**config.mk**
```make
export PLATFORM = sky130hd
export DESIGN_NAME = weight_fetch_ctrl
export DESIGN_NICKNAME = d
export VERILOG_FILES = /design/src/rtl/weight_fetch_ctrl.sv
export SDC_FILE = /design/constraint.sdc
export NUM_CORES = 1
export LEC_CHECK = 0
export BUFFER_PORTS_ARGS = -buffer_cell sky130_fd_sc_hd__buf_2
export CAP_MARGIN = 20
export CORE_AREA = 2 2 454 456
export DETAILED_ROUTE_END_ITERATION = 10
export DIE_AREA = 0 0 456 458
export PLACE_DENSITY_LB_ADDON = 0.05
export SLEW_MARGIN = 5
export SYNTH_ARGS = -nofsm -noshare
export SYNTH_HDL_FRONTEND = slang
export SYNTH_SLANG_ARGS = --single-unit
```
**constraint.sdc**
```tcl
create_clock -name system_clk -period 10.1 [get_ports system_clk]
set_input_delay 1.01 -clock system_clk [delete_from_list [all_inputs] [get_ports system_clk]]
set_output_delay 1.01 -clock system_clk [all_outputs]
set_load 0.03 [all_outputs]
```
**src/rtl/weight_fetch_ctrl.sv**
```systemverilog
// Weight/bias stream fetch controller: burst reads from memory, forwards beats to the weight buffer.
// Optional stall statistics counter built only when WEIGHT_FETCH_STAT_EN is defined.
module weight_fetch_ctrl #(
  parameter int unsigned MEM_DATA_WIDTH  = 512,
  parameter int unsigned MEM_ADDR_WIDTH  = 32,
  parameter int unsigned BURST_LEN       = 16,
  parameter int unsigned MAX_OUTSTANDING = 64,
  parameter int unsigned BEAT_CNT_WIDTH  = 20
) (
  input  logic                      system_clk,
  input  logic                      rst_n,
  input  logic                      start,
  input  logic [MEM_ADDR_WIDTH-1:0] weight_base_addr,
  input  logic [BEAT_CNT_WIDTH-1:0] weight_beat_num,
  output logic                      busy,
  output logic                      done,
  output logic                      rd_req_valid,
  input  logic                      rd_req_ready,
  output logic [MEM_ADDR_WIDTH-1:0] rd_req_addr,
  output logic [7:0]                rd_req_len,
  input  logic [MEM_DATA_WIDTH-1:0] mem_rd_data,
  input  logic                      mem_rd_valid,
  output logic [MEM_DATA_WIDTH-1:0] weight_and_bias_data,
  output logic                      weight_and_bias_valid,
  input  logic                      weight_buffer_ready,
  output logic                      err_unexpected,
  output logic [31:0]               stall_cycle_cnt
);

  localparam int unsigned OUT_W      = $clog2(MAX_OUTSTANDING) + 1;
  localparam int unsigned SUM_W      = ((OUT_W > 8) ? OUT_W : 8) + 1;
  localparam int unsigned BEAT_BYTES = MEM_DATA_WIDTH / 8;

  typedef enum logic [1:0] {
    IDLE  = 2'd0,
    REQ   = 2'd1,
    DRAIN = 2'd2,
    DONE  = 2'd3
  } state_t;

  state_t                    state;
  logic [OUT_W-1:0]          outstanding;
  logic [BEAT_CNT_WIDTH-1:0] req_remaining;
  logic [BEAT_CNT_WIDTH-1:0] rx_remaining;

  logic                      start_ok_c;
  logic [BEAT_CNT_WIDTH-1:0] cur_rem_c;
  logic [7:0]                len_c;
  logic                      credit_ok_c;
  logic                      want_req_c;
  logic                      issue_idle_c;
  logic                      issue_req_c;
  logic                      hs_c;
  logic                      beat_ok_c;
  logic                      beat_err_c;
  logic                      last_rx_c;

  // Request sizing and issue qualification; from IDLE the command inputs are used directly
  always_comb begin
    start_ok_c   = start && (state == IDLE);
    cur_rem_c    = (state == IDLE) ? weight_beat_num : req_remaining;
    len_c        = (cur_rem_c >= BEAT_CNT_WIDTH'(BURST_LEN)) ? 8'(BURST_LEN) : cur_rem_c[7:0];
    credit_ok_c  = (SUM_W'(outstanding) + SUM_W'(len_c)) <= SUM_W'(MAX_OUTSTANDING);
    want_req_c   = (state == REQ) && !rd_req_valid && (req_remaining != '0);
    issue_idle_c = start_ok_c && (weight_beat_num != '0) && weight_buffer_ready && credit_ok_c;
    issue_req_c  = want_req_c && weight_buffer_ready && credit_ok_c;
    hs_c         = rd_req_valid && rd_req_ready;
    beat_ok_c    = mem_rd_valid && (outstanding != '0);
    beat_err_c   = mem_rd_valid && (outstanding == '0);
    // Looking one beat ahead lets done follow the last forwarded beat by a single cycle
    last_rx_c    = (rx_remaining == '0) ||
                   ((rx_remaining == BEAT_CNT_WIDTH'(1)) && beat_ok_c);
  end

  always_ff @(posedge system_clk or negedge rst_n) begin
    if (!rst_n) begin
      state                 <= IDLE;
      busy                  <= 1'b0;
      done                  <= 1'b0;
      rd_req_valid          <= 1'b0;
      rd_req_addr           <= '0;
      rd_req_len            <= '0;
      weight_and_bias_data  <= '0;
      weight_and_bias_valid <= 1'b0;
      err_unexpected        <= 1'b0;
      outstanding           <= '0;
      req_remaining         <= '0;
      rx_remaining          <= '0;
    end else begin
      done                  <= 1'b0;
      weight_and_bias_valid <= beat_ok_c;
      if (beat_ok_c) begin
        weight_and_bias_data <= mem_rd_data;
      end

      if (start_ok_c) begin
        err_unexpected <= beat_err_c;
      end else if (beat_err_c) begin
        err_unexpected <= 1'b1;
      end

      outstanding <= outstanding + (hs_c ? OUT_W'(rd_req_len) : OUT_W'(0)) - OUT_W'(beat_ok_c);

      if (beat_ok_c && (rx_remaining != '0)) begin
        rx_remaining <= rx_remaining - BEAT_CNT_WIDTH'(1);
      end

      // rd_req_addr advances past the accepted burst and becomes the next request address
      if (hs_c) begin
        rd_req_valid  <= 1'b0;
        rd_req_addr   <= rd_req_addr +
                         MEM_ADDR_WIDTH'(MEM_ADDR_WIDTH'(rd_req_len) * MEM_ADDR_WIDTH'(BEAT_BYTES));
        req_remaining <= req_remaining - BEAT_CNT_WIDTH'(rd_req_len);
      end

      case (state)
        IDLE: begin
          if (start) begin
            busy          <= 1'b1;
            rd_req_addr   <= weight_base_addr;
            req_remaining <= weight_beat_num;
            rx_remaining  <= weight_beat_num;
            state         <= (weight_beat_num == '0) ? DONE : REQ;
            if (issue_idle_c) begin
              rd_req_valid <= 1'b1;
              rd_req_len   <= len_c;
            end
          end
        end
        REQ: begin
          if (hs_c && (req_remaining == BEAT_CNT_WIDTH'(rd_req_len))) begin
            state <= DRAIN;
          end
          if (issue_req_c) begin
            rd_req_valid <= 1'b1;
            rd_req_len   <= len_c;
          end
        end
        DRAIN: begin
          if (last_rx_c) begin
            state <= DONE;
          end
        end
        DONE: begin
          done  <= 1'b1;
          busy  <= 1'b0;
          state <= IDLE;
        end
        default: state <= IDLE;
      endcase
    end
  end

`ifdef WEIGHT_FETCH_STAT_EN
  logic blocked_c;

  // A pending request waiting on rd_req_ready is not a stall
  assign blocked_c = want_req_c && !(weight_buffer_ready && credit_ok_c);

  always_ff @(posedge system_clk or negedge rst_n) begin
    if (!rst_n) begin
      stall_cycle_cnt <= '0;
    end else if (start_ok_c) begin
      stall_cycle_cnt <= '0;
    end else if (blocked_c && (stall_cycle_cnt != '1)) begin
      stall_cycle_cnt <= stall_cycle_cnt + 32'd1;
    end
  end
`else
  assign stall_cycle_cnt = 32'd0;
`endif

endmodule

```
### Yosys cells after proc, flatten, opt, wreduce, memory -nomap -nowiden

Cells that the tools add are included.

* add/sub/neg operators: 6
* magnitude comparators: 2
* eq/ne operators: 10
* multiplexer cells: 31
* reductions and logical operators: 30

Operators by type and width (count)
* 20-bit two-way mux: 7
* 32-bit two-way mux: 3
* 20-bit nonzero test: 3
* 20-bit logical NOT: 2
* 32-bit by 14-bit adder with 32-bit output: 1
* 8-bit two-way mux: 4
* 20-bit by 1-bit equality test with 1-bit output (second input constant): 1
* 20-bit by 8-bit equality test with 1-bit output: 1
* 20-bit by 5-bit >= comparator with 1-bit output (second input constant): 1
* 20-bit by 1-bit subtractor with 20-bit output (second input constant): 1
* 20-bit by 8-bit subtractor with 20-bit output: 1
* 8-bit one-hot mux with 2 select lines: 1
* 1-bit logical AND: 14
* 7-bit by 8-bit adder with 9-bit output: 1
* 9-bit by 7-bit <= comparator with 1-bit output (second input constant): 1
* 1-bit two-way mux: 8
* 2-bit two-way mux: 4
* 2-bit != test (second input constant): 4
* 2-bit one-hot mux with 4 select lines: 1
* 7-bit adder: 1
* 7-bit logical NOT: 1
* 7-bit two-way mux: 1
* 7-bit nonzero test: 1
* 7-bit by 1-bit subtractor with 7-bit output: 1
* other kinds (11): 15

* bits in registers: 606
* input port bits: 570
* output and inout port bits: 589
* word-level logic and storage cells: 91

### Logic depth before layout (Yosys ltp)

Gate-level depths: netlist (run 1).

* word-level depth: 10
* mapped depth: 16

### Worst setup path after synthesis (run 1)

No wires, ideal clock.

* kind: register to register
* start point: reg req_remaining[14]
* end point: reg rd_req_len[0]
* setup time: 125 ps
* arrival: 3965 ps
* path slack: 6010 ps
* stages on the path, launching flop included: 16
* cells stage by stage: dfrtp_1 or4_4 nand2b_4 or3_4 nor2_1 a22oi_1 nor2_1 ha_1 a21o_1 a2111oi_0 a31oi_1 a211o_1 a221oi_1 and3b_1 buf_6 mux2_4

* longest elaborated chain between the ends: 8
* elaborated cells between the ends (all ways): 17

Ends and longest elaborated chain
* start, declared: line 43 `logic [BEAT_CNT_WIDTH-1:0] req_remaining;`
* start signal, assigned: line 113 `req_remaining <= req_remaining - BEAT_CNT_WIDTH'(rd_req_len);`
* start signal, assigned: line 121 `req_remaining <= weight_beat_num;`
* 20-bit two-way mux *: line 61 `cur_rem_c = (state == IDLE) ? weight_beat_num : req_remaining;`
* 20-bit by 5-bit >= comparator with 1-bit output *: line 62 `len_c = (cur_rem_c >= BEAT_CNT_WIDTH'(BURST_LEN)) ? 8'(BURST_LEN) : cur_rem_c[7:0];`
* 8-bit two-way mux *: line 62
* named net len_c[2]: line 48 `logic [7:0] len_c;`
* 7-bit by 8-bit adder with 9-bit output *: line 63 `credit_ok_c = (SUM_W'(outstanding) + SUM_W'(len_c)) <= SUM_W'(MAX_OUTSTANDING);`
* 9-bit by 7-bit <= comparator with 1-bit output *: line 63
* 1-bit logical AND, on equally long branches: line 66, 65
* 2-bit != test (no source line)
* 4-bit AND reduction (no source line) *
* end signal, assigned: line 126 `rd_req_len <= len_c;`
* end signal, assigned: line 136 `rd_req_len <= len_c;`
* end, declared: line 20 `output logic [7:0] rd_req_len,`

Mark *: on every way through the listed nets, which the timed path passes. The rest lies on a longest branch. The select of a mux whose other input is x is not followed.
A chain may end at the register's enable or synchronous reset.

### Worst setup path in the final report (run 1)

* start point: reg req_remaining[14]
* end point: reg rd_req_len[2]

* longest elaborated chain between the ends: 8
* elaborated cells between the ends (all ways): 17

Ends and longest elaborated chain (line)
* 20-bit two-way mux *: 61
* 20-bit by 5-bit >= comparator with 1-bit output *: 62
* 8-bit two-way mux *: 62
* named net len_c[2]: 48
* 7-bit by 8-bit adder with 9-bit output: 63
* 9-bit by 7-bit <= comparator with 1-bit output: 63
* 1-bit logical AND, on equally long branches: 66, 65
* 2-bit != test (no source line)
* 4-bit AND reduction (no source line)

Marks and branches as above.

==> impl_summary.md, run 1 <==
Routing
Using the TritonRoute via totals, the vias-per-cell ratio works out to 3.40. The number of nets with antenna violations after detailed routing is 0. The initial DRC count is roughly 750.

After detailed routing, the total wire length is 135,000 um. The detail-routed net length per standard cell is 23.5 um. The total number of vias is roughly 20,000. The number of detailed-route iterations in the first pass is 4.

The DRC violations left is 0.

Clock tree
The clock sink count is ~600. For this design, the CTS-stage hold fixing added 0 buffers. After clock tree synthesis, the clock-pin slew on the worst setup and hold paths is 60 ps. The clock tree root buffer cell is sky130_fd_sc_hd__clkbuf_16. For the worst-skew pair, the clock arrives at the later sink with an insertion delay of 710 ps. The number of buffers inserted during clock tree synthesis is 88. The TritonCTS clock tree is done.

CTS built an H-tree with a depth of 3. The maximum buffer depth of the clock tree is 3. Post-CTS timing repair inserted 0 buffers for setup. The quantity of gates resized following cts is 0.

Power
Sequential cells account for 35.7% of the total power. Dividing total power by cell area gives a power density of 246 nW/um^2. The net switching power figure is 3.35 mW. Combinational logic is responsible for 29.5% of the overall power.

The clock network accounts for 34.7% of the total power. The design internal power is 5.66 mW. Net switching is 37.2% of the power. Summed over all cells, the static leakage comes to between 15 and 20 nW. The worst-case IR drop observed on VDD is 0.117 mV.

Global route
For this run the aggregate overflow at the end of global routing stands at 0. Global routing consumed, on the met3 layer, 3.96% of the routing resources. The total routing resource utilization after global routing is 12.6%. The number of global-route vias before repair was 20,900. The number of antenna violations at the first check in global routing is roughly 130.

The global routing usage on met1 is 12.6%. Entering global routing, the biggest net connects 162 pins. Global routing consumed, on the met2 layer, approximately a quarter of the routing resources. The first global-routing pass estimated 183,000 um of wire. The layer flagged by global routing as most heavily used is met2.

Timing
The achievable frequency is 0.201 GHz. The worst hold slack after final layout is approximately 340 ps. The number of pins exceeding their max-slew limit in the final report is 0. Measured against its own limit, the worst slew margin works out to 18.8%. The number of failing hold endpoints at the final stage came to 0.

Setup repair after global routing left no endpoint under its margin. The worst path in the final design needs a cycle of 4980 ps, including I/O delays and setup. The slew at the pin closest to its max-slew limit is 1220 ps.

Dividing the final minimum period by the clock period gives 49.3%. Setup violations remaining at the end of the flow were counted as 0. Across the routed clock network, the largest skew measured is 23.9 ps. In the final timing run, aggregate negative setup slack is 0 ps.

Logic synthesis
Among all flip-flop cells after synthesis, the most frequent one is sky130_fd_sc_hd__dfrtp_1. The number of library cell types mapped by synthesis is 59. Averaged over all synthesized cells, the footprint is 14.0 um^2.

For this run, asynchronously set or reset flops after synthesis account for 100%. The most used standard cell by instance count after synthesis is sky130_fd_sc_hd__dfrtp_1. In the post-synthesis netlist, the biggest area contributors are sky130_fd_sc_hd__dfrtp_1 (61%), sky130_fd_sc_hd__mux2_2 (23%), sky130_fd_sc_hd__ha_1 (2.2%). The instance count of the mapped netlist is 1,788.

The count of yosys warnings during synthesis is 0. sky130_fd_sc_hd__dfrtp_1 takes more of the synthesized area than any other cell. The register bit total from synthesis is 606. The count of flip-flops with a built-in enable after synthesis is 0. The share of synthesized area in the top cell type comes to just over 60%. In the synthesized netlist, the cells that appear most often are sky130_fd_sc_hd__dfrtp_1 (606), sky130_fd_sc_hd__mux2_2 (514), sky130_fd_sc_hd__nand2_1 (72).

The share of synthesized area occupied by flip-flops and latches is 60.7%. After synthesis the cells add up to 25,000 um^2.

Die
The die area is 209,000 um^2. The placeable core area is approximately 200,000 um^2. The I/O pin count is between 1,000 and 1,500.

The vertical extent of the die is 458 um. The die boundary width is between 400 and 500 um. The starting density of the core is 12.3%. After floorplanning, the core was divided into 166 placement rows.

Worst setup path
STA classifies the critical path endpoint as a flop. The startpoint type of the worst setup path is a flop. The slack of the worst reg-to-reg path is 5120 ps.

By startpoint and endpoint, the worst setup path is classified as reg2reg. The critical-path maximum fanout is 8. The required time of the critical path is approximately 11,000 ps. The data arrival at the endpoint of the critical path is 5560 ps.

Finish
Once layout is complete, the cells apart from fillers number roughly 5,700. The finished cells cover 36,700 um^2. The filler cells instantiated in the layout total 22,600. Once layout is complete, the utilization of the core stands at 18.0%. The area added between synthesis and finish is 46.8%. The count of nets after finishing is 3,561. The fraction of layout cells with a size suffix above 1 is around 60%.

Min path
In this run the worst hold path is classified as in2async.

Placement
The placed instances occupy a cell area of 33,800 um^2. Once detailed placement completed, the half-perimeter wirelength came to 108,000 um. In this run, placement finished with an instance count of approximately 5,500. The final weighted congestion of routability-driven global placement is 0.779. The count of input and output buffers is ~1,100.

Run
The max-capacitance violation count is 0.

Outcome
The flow ran to the end, and the final reports show no timing, DRC or antenna violations.
[routing by layer]
| metal | vias up | share of wire (%) | wire length, um |
|---|---|---|---|
| li1 | 8579 | - | - |
| met1 | 9763 | 34 | 46100 |
| met2 | 729 | 56 | 75600 |
| met3 | 319 | 6.4 | 8650 |
| met4 | 50 | 2.9 | 3870 |
| met5 | - | 0.24 | 328 |
[flip-flops by register name, summed over array words and instances, names as in the netlist]
signal                 count
weight_and_bias_data     512
rd_req_addr               32
req_remaining             20
rx_remaining              20
rd_req_len                 8
outstanding                7
state                      2
busy                       1
done                       1
err_unexpected             1
rd_req_valid               1
weight_and_bias_valid      1
[per-stage QoR]
step / power, mW / setup WS, ps
after CTS: 9.26 / 5110
after global routing: 9.56 / 4830
after floorplan: 4.90 / 6010
after detailed placement: 5.99 / 4850
final: 9.01 / 5120
after global placement: 5.99 / 4870
[cell type report]
type	count	area, um^2	area share [%]
repair buffers	1143	5820	15.9
diodes	27	67.6	0.184
clock inverters	26	292	0.795
well taps	2688	3360	9.17
inverters	49	184	0.501
multi-input cells	1056	9240	25.2
flip-flops and latches	606	15200	41.3
clock buffers	128	2560	6.99
[power by group through the flow]
stage	logic, mW	registers [mW]	clock network (mW)
2_1_floorplan	1.05	3.84	0
3_3_place_gp	2.73	3.26	0
3_5_place_dp	2.73	3.26	0
4_1_cts	2.74	3.23	3.30
5_1_grt	2.89	3.29	3.38
6_report	2.66	3.22	3.13
[layout by cell type, fill, tap and decap left out, types with 15 or more instances in the layout]
cell type	instances
sky130_fd_sc_hd__xor2_1	21
sky130_fd_sc_hd__a21oi_1	62
sky130_fd_sc_hd__dfrtp_1	606
sky130_fd_sc_hd__clkbuf_1	20
sky130_fd_sc_hd__clkbuf_8	19
sky130_fd_sc_hd__buf_2	1126
sky130_fd_sc_hd__clkbuf_16	89
sky130_fd_sc_hd__ha_1	43
sky130_fd_sc_hd__o21ai_0	37
sky130_fd_sc_hd__nand3_1	15
sky130_fd_sc_hd__mux2_2	514
sky130_fd_sc_hd__xnor2_1	38
sky130_fd_sc_hd__nand2_1	71
sky130_fd_sc_hd__nor2_1	65
sky130_fd_sc_hd__conb_1	34
sky130_fd_sc_hd__inv_1	49
sky130_fd_sc_hd__diode_2	27
sky130_fd_sc_hd__nor3_1	18
[kinds of logic (layout without fill, tap and decap cells)]
family / after synthesis / after routing / share of synthesized area [%]
multiplexers: 523 / 523 / 23.6
buffers and inverters: 159 / 1346 / 2.90
adder cells (fa/ha/maj): 47 / 47 / 2.47
other: 1 / 61 / 0.0150
XOR/XNOR: 59 / 59 / 2.07
AO/OA/AOI/OAI: 159 / 159 / 3.73
flip-flops: 606 / 606 / 60.7
AND/OR/NAND/NOR: 234 / 234 / 4.53
[worst paths after layout]
| check | from | to | cells after the start |
|---|---|---|---|
| max | req_remaining[14] | rd_req_len[2] | 14 |
| min | rst_n | rd_req_addr[22] | 1 |
| max reg2reg | req_remaining[14] | rd_req_len[2] | 14 |
| min reg2reg | rd_req_addr[0] | rd_req_addr[0] | 2 |
| max in group asynchronous | rst_n | weight_and_bias_data[135] | 3 |
| min in group system_clk | rd_req_addr[0] | rd_req_addr[0] | 2 |
[worst max-delay path, cell delays in order (launching register included)]
cell and delay, ps:
sky130_fd_sc_hd__dfrtp_1 400, sky130_fd_sc_hd__or4_4 580, sky130_fd_sc_hd__nand2b_4 170, sky130_fd_sc_hd__or3_4 410, sky130_fd_sc_hd__nor2_1 310, sky130_fd_sc_hd__a22oi_1 130
sky130_fd_sc_hd__nor2_1 210, sky130_fd_sc_hd__ha_1 310, sky130_fd_sc_hd__a21o_1 210, sky130_fd_sc_hd__a2111oi_0 430, sky130_fd_sc_hd__a31oi_1 80, sky130_fd_sc_hd__a211o_1 310
sky130_fd_sc_hd__a221oi_1 440, sky130_fd_sc_hd__and3b_1 520, sky130_fd_sc_hd__mux2_4 340
No activity file was read; power rests on OpenSTA's default activity.
==> run 2: changes to the inputs <==
- CORE_AREA: 2 2 454 456 -> 2 2 445 447
- DIE_AREA: 0 0 456 458 -> 0 0 447 449
- clock period: 10.1 -> 4.7 ns (I/O delays scaled with it)
==> impl_summary.md, run 2 (same netlist as run 1, synthesis figures left out) <==
Power
The power consumption is 19.5 mW (was 9.01 mW). The net switching power figure came to 7.26 mW (was 3.35 mW). The part of the total power dissipated in the clock network is 32.9% (was 34.7%). The fraction of power consumed by combinational cells is 31.5% (was 29.5%). The design internal power is 12.2 mW (was 5.66 mW). The largest vdd supply drop is 0.235 mV (was 0.117 mV). The power density of the placed cells is 464 nW/um^2 (was 246 nW/um^2).

The sequential share of power is 35.6% (was 35.7%). The static power due to leakage is 18.8 nW (was 16.6 nW). The switching portion of total power came to 37.3% (was 37.2%).

Global route
The number of antenna violations at the first check in global routing is 32 (was 132). The first-pass GRT wire length is 179,000 um (was 183,000 um). The global routing usage on met1 came to 13.5% (was 12.6%). The total routing resource utilization after global routing is 12.5% (was 12.6%). The met3 usage in global routing is 3.92% (was 3.96%). The maximum number of pins on one net before global-route repair is 153 (was 162). The met2 layer usage reported by global route was 23.2% (was 24.9%). The overflow left after global routing is 0 (unchanged). The number of global-route vias before repair was 23,600 (was 20,900). The global-route layer with the greatest usage is met2 (unchanged).

Routing
The initial DRC count was 682 (was 745). The final routed wirelength across all metal layers is 128,000 um (was 135,000 um). The detail-routed net length per standard cell came to 20.7 um (was 23.5 um). The number of nets with antenna violations after detailed routing came to 0 (unchanged). The total number of vias was 21,200 (was 19,400). The mean number of vias per cell is 3.42 (was 3.40). The DRC violations left is 0 (unchanged). The number of detailed-route iterations in the first pass was 5 (was 4).

Clock tree
The count of H-tree levels built during CTS is 3 (unchanged). The number of buffers inserted during clock tree synthesis is 87 (was 88). The number of setup buffers added after CTS is 0 (unchanged). The clock sink count is 606 (unchanged). The maximum buffer depth of the clock tree is 3 (unchanged). The clock tree root buffer cell is sky130_fd_sc_hd__clkbuf_16 (unchanged).

The TritonCTS clock tree is done (unchanged). The clock latency at the later pin of the worst-skew pair is 690 ps (was 710 ps). The clock-pin slew reported for the worst setup and hold paths after clock tree synthesis is 60 ps (about the same).

Min path
The worst-case hold path end point is weight_and_bias_data[76]. The kind of path behind the tightest hold check is in2reg (was in2async). Counting instances, the worst hold path has a depth of 2. The startpoint of the tightest hold check path is mem_rd_data[76].

Timing
The slew at the pin closest to its max-slew limit was 997 ps (was 1220 ps). The time the worst path needs with I/O delays and setup is 4500 ps (was 4980 ps). The number of setup violations in the final report came to 0 (unchanged). The number of pins exceeding their max-slew limit in the final report came to 0 (unchanged). The achievable frequency is 0.222 GHz (was 0.201 GHz). The worst max-slew margin expressed relative to the limit is 33.5% (was 18.8%). The number of failing hold endpoints at the final stage is 0 (unchanged). The sum of negative setup slack came to 0 ps (unchanged).

The worst-case clock skew is 23.4 ps (was 23.9 ps). The share of the cycle needed by the critical path after routing is 95.7% (was 49.3%). Setup repair after global routing missed its margin: false (unchanged).

Worst setup path
The required time of the critical path is 5270 ps (was 10,690 ps). The data arrival at the endpoint of the critical path is 5070 ps (was 5560 ps). The worst reg2reg path depth came to 16 (was 14). The endpoint type of the worst setup path is a flop (unchanged). The critical-path maximum fanout came to 6 (was 8). The startpoint of the worst register-to-register path is req_remaining[14] (unchanged).

The reg-to-reg endpoint is rd_req_len[1] (was rd_req_len[2]). The startpoint type of the worst setup path is a flop (unchanged). The slack of the worst reg-to-reg path came to 200 ps (was 5120 ps). The kind of critical path is reg2reg (unchanged).

Finish
The flip-flop count of the largest register, all copies and words added was 512 (unchanged). The commonest non-fill, non-tap cell in the layout is sky130_fd_sc_hd__buf_2 (unchanged). Largest registers: weight_and_bias_data (512), rd_req_addr (32) (unchanged). The area added between synthesis and finish came to 67.8% (was 46.8%).

Most frequent cells in the layout: sky130_fd_sc_hd__buf_2 (1,126), sky130_fd_sc_hd__dfrtp_1 (606), sky130_fd_sc_hd__dlygate4sd3_1 (540) (was sky130_fd_sc_hd__buf_2 (1,126), sky130_fd_sc_hd__dfrtp_1 (606), sky130_fd_sc_hd__mux2_2 (514)). The number of filler cells placed in the layout was 21,400 (was 22,600). The fraction of layout cells with a size suffix above 1 was 50.6% (was 60.0%). The largest register by flop count is weight_and_bias_data (unchanged).

The count of nets after finishing was 4,111 (was 3,561).

Placement
The HPWL reported at the end of detailed placement was 99,900 um (was 108,000 um). The count of input and output buffers is 1,126 (unchanged). The final weighted congestion of routability-driven global placement is 0.816 (was 0.779).

Run
The max-capacitance violation count is 0 (unchanged).

Die
The placeable core area is 196,000 um^2 (was 204,000 um^2). The die area is 201,000 um^2 (was 209,000 um^2). The vertical extent of the die is 449 um (was 458 um). The die boundary width came to 447 um (was 456 um). The starting density of the core was 12.7% (was 12.3%). The I/O pin count is 1,159 (unchanged). The row count came to 163 (was 166).

Outcome
Run status: completed (unchanged).
==> run 2: cell count changes in the layout (fill, tap and decap cells not counted), sizes merged, moves of 2 or more <==
cell	change
clkbuf	+5
dlygate4sd3	+540
buf	+11
clkinv	-6
bufinv	-2
clkinvlp	-2
diode	-17
==> run 2: through the flow <==
| stage | hold WS (ps) | util, % | instances | worst slack [ps] | instance area [um^2] |
|---|---|---|---|---|---|
| floorplan | 174 | - | 1821 | 610 | 25100 |
| global placement | 453 | 17.2 | 5504 | -47.1 | 33800 |
| detailed placement | 457 | 17.2 | 5504 | 67.7 | 33800 |
| CTS | 4.86 | 21.4 | 6194 | 59.1 | 41900 |
| global route | 35.2 | 21.4 | 6202 | 10.6 | 41900 |
| finish | 105 | 21.4 | 6205 | 202 | 41900 |
==> run 2: how the worst max path moves through the flow <==
stage	from	to	cells past startpoint
finish	req_remaining[14]	rd_req_len[1]	16
global placement	req_remaining[14]	rd_req_len[0]	16
floorplan	req_remaining[14]	rd_req_len[0]	15
global route	req_remaining[13]	rd_req_len[1]	16
CTS	req_remaining[14]	rd_req_len[4]	16
detailed placement	req_remaining[14]	rd_req_len[1]	16
==> run 2: power by group through the flow <==
stage	combinational (mW)	clock, mW	sequential (mW)
6_report	6.14	6.41	6.92
4_1_cts	6.29	6.79	6.94
3_3_place_gp	5.87	0	7.00
5_1_grt	6.65	6.96	7.07
2_1_floorplan	2.27	0	8.26
3_5_place_dp	5.86	0	7.01
==> run 2: cell type report <==
| cell class | count | area, um^2 | share of cell area, % |
|---|---|---|---|
| Sequential cell | 606 | 15200 | 36.2 |
| Multi-Input combinational cell | 1056 | 9240 | 22.0 |
| Clock buffer | 133 | 2470 | 5.89 |
| Clock inverter | 17 | 195 | 0.465 |
| Inverter | 49 | 184 | 0.439 |
| Tap cell | 2640 | 3300 | 7.88 |
| Timing Repair Buffer | 1694 | 11400 | 27.1 |
| Antenna cell | 10 | 25.0 | 0.0597 |
==> run 2: metal layers <==
layer	wire, um	vias up	part of all wire, %
met2	68200	710	53
li1	-	9672	-
met4	3300	6	2.6
met5	41	-	0.032
met1	47600	10700	37
met3	9090	174	7.1
==> run 2: what timing repair did <==
item | 4_1_cts | 5_1_grt
gates resized for setup | 0 | 1
endpoints found under the hold margin | 582 | 0
endpoints found under the setup margin | 0 | 7
hold buffers | 540 | 0
==> run 2: worst max-delay path, cell delays in order (launching register included) <==
cell                        delay, ps
sky130_fd_sc_hd__dfrtp_1          390
sky130_fd_sc_hd__or4_4            570
sky130_fd_sc_hd__nand2b_4         170
sky130_fd_sc_hd__or3_4            410
sky130_fd_sc_hd__nor2_2           230
sky130_fd_sc_hd__a22oi_1          120
sky130_fd_sc_hd__nor2_1           160
sky130_fd_sc_hd__ha_1             270
sky130_fd_sc_hd__a21o_1           200
sky130_fd_sc_hd__a2111oi_0        390
sky130_fd_sc_hd__a31oi_1           80
sky130_fd_sc_hd__a211o_1          310
sky130_fd_sc_hd__a221oi_1         280
sky130_fd_sc_hd__buf_4            160
sky130_fd_sc_hd__and3b_1          150
sky130_fd_sc_hd__buf_4            160
sky130_fd_sc_hd__mux2_4           310
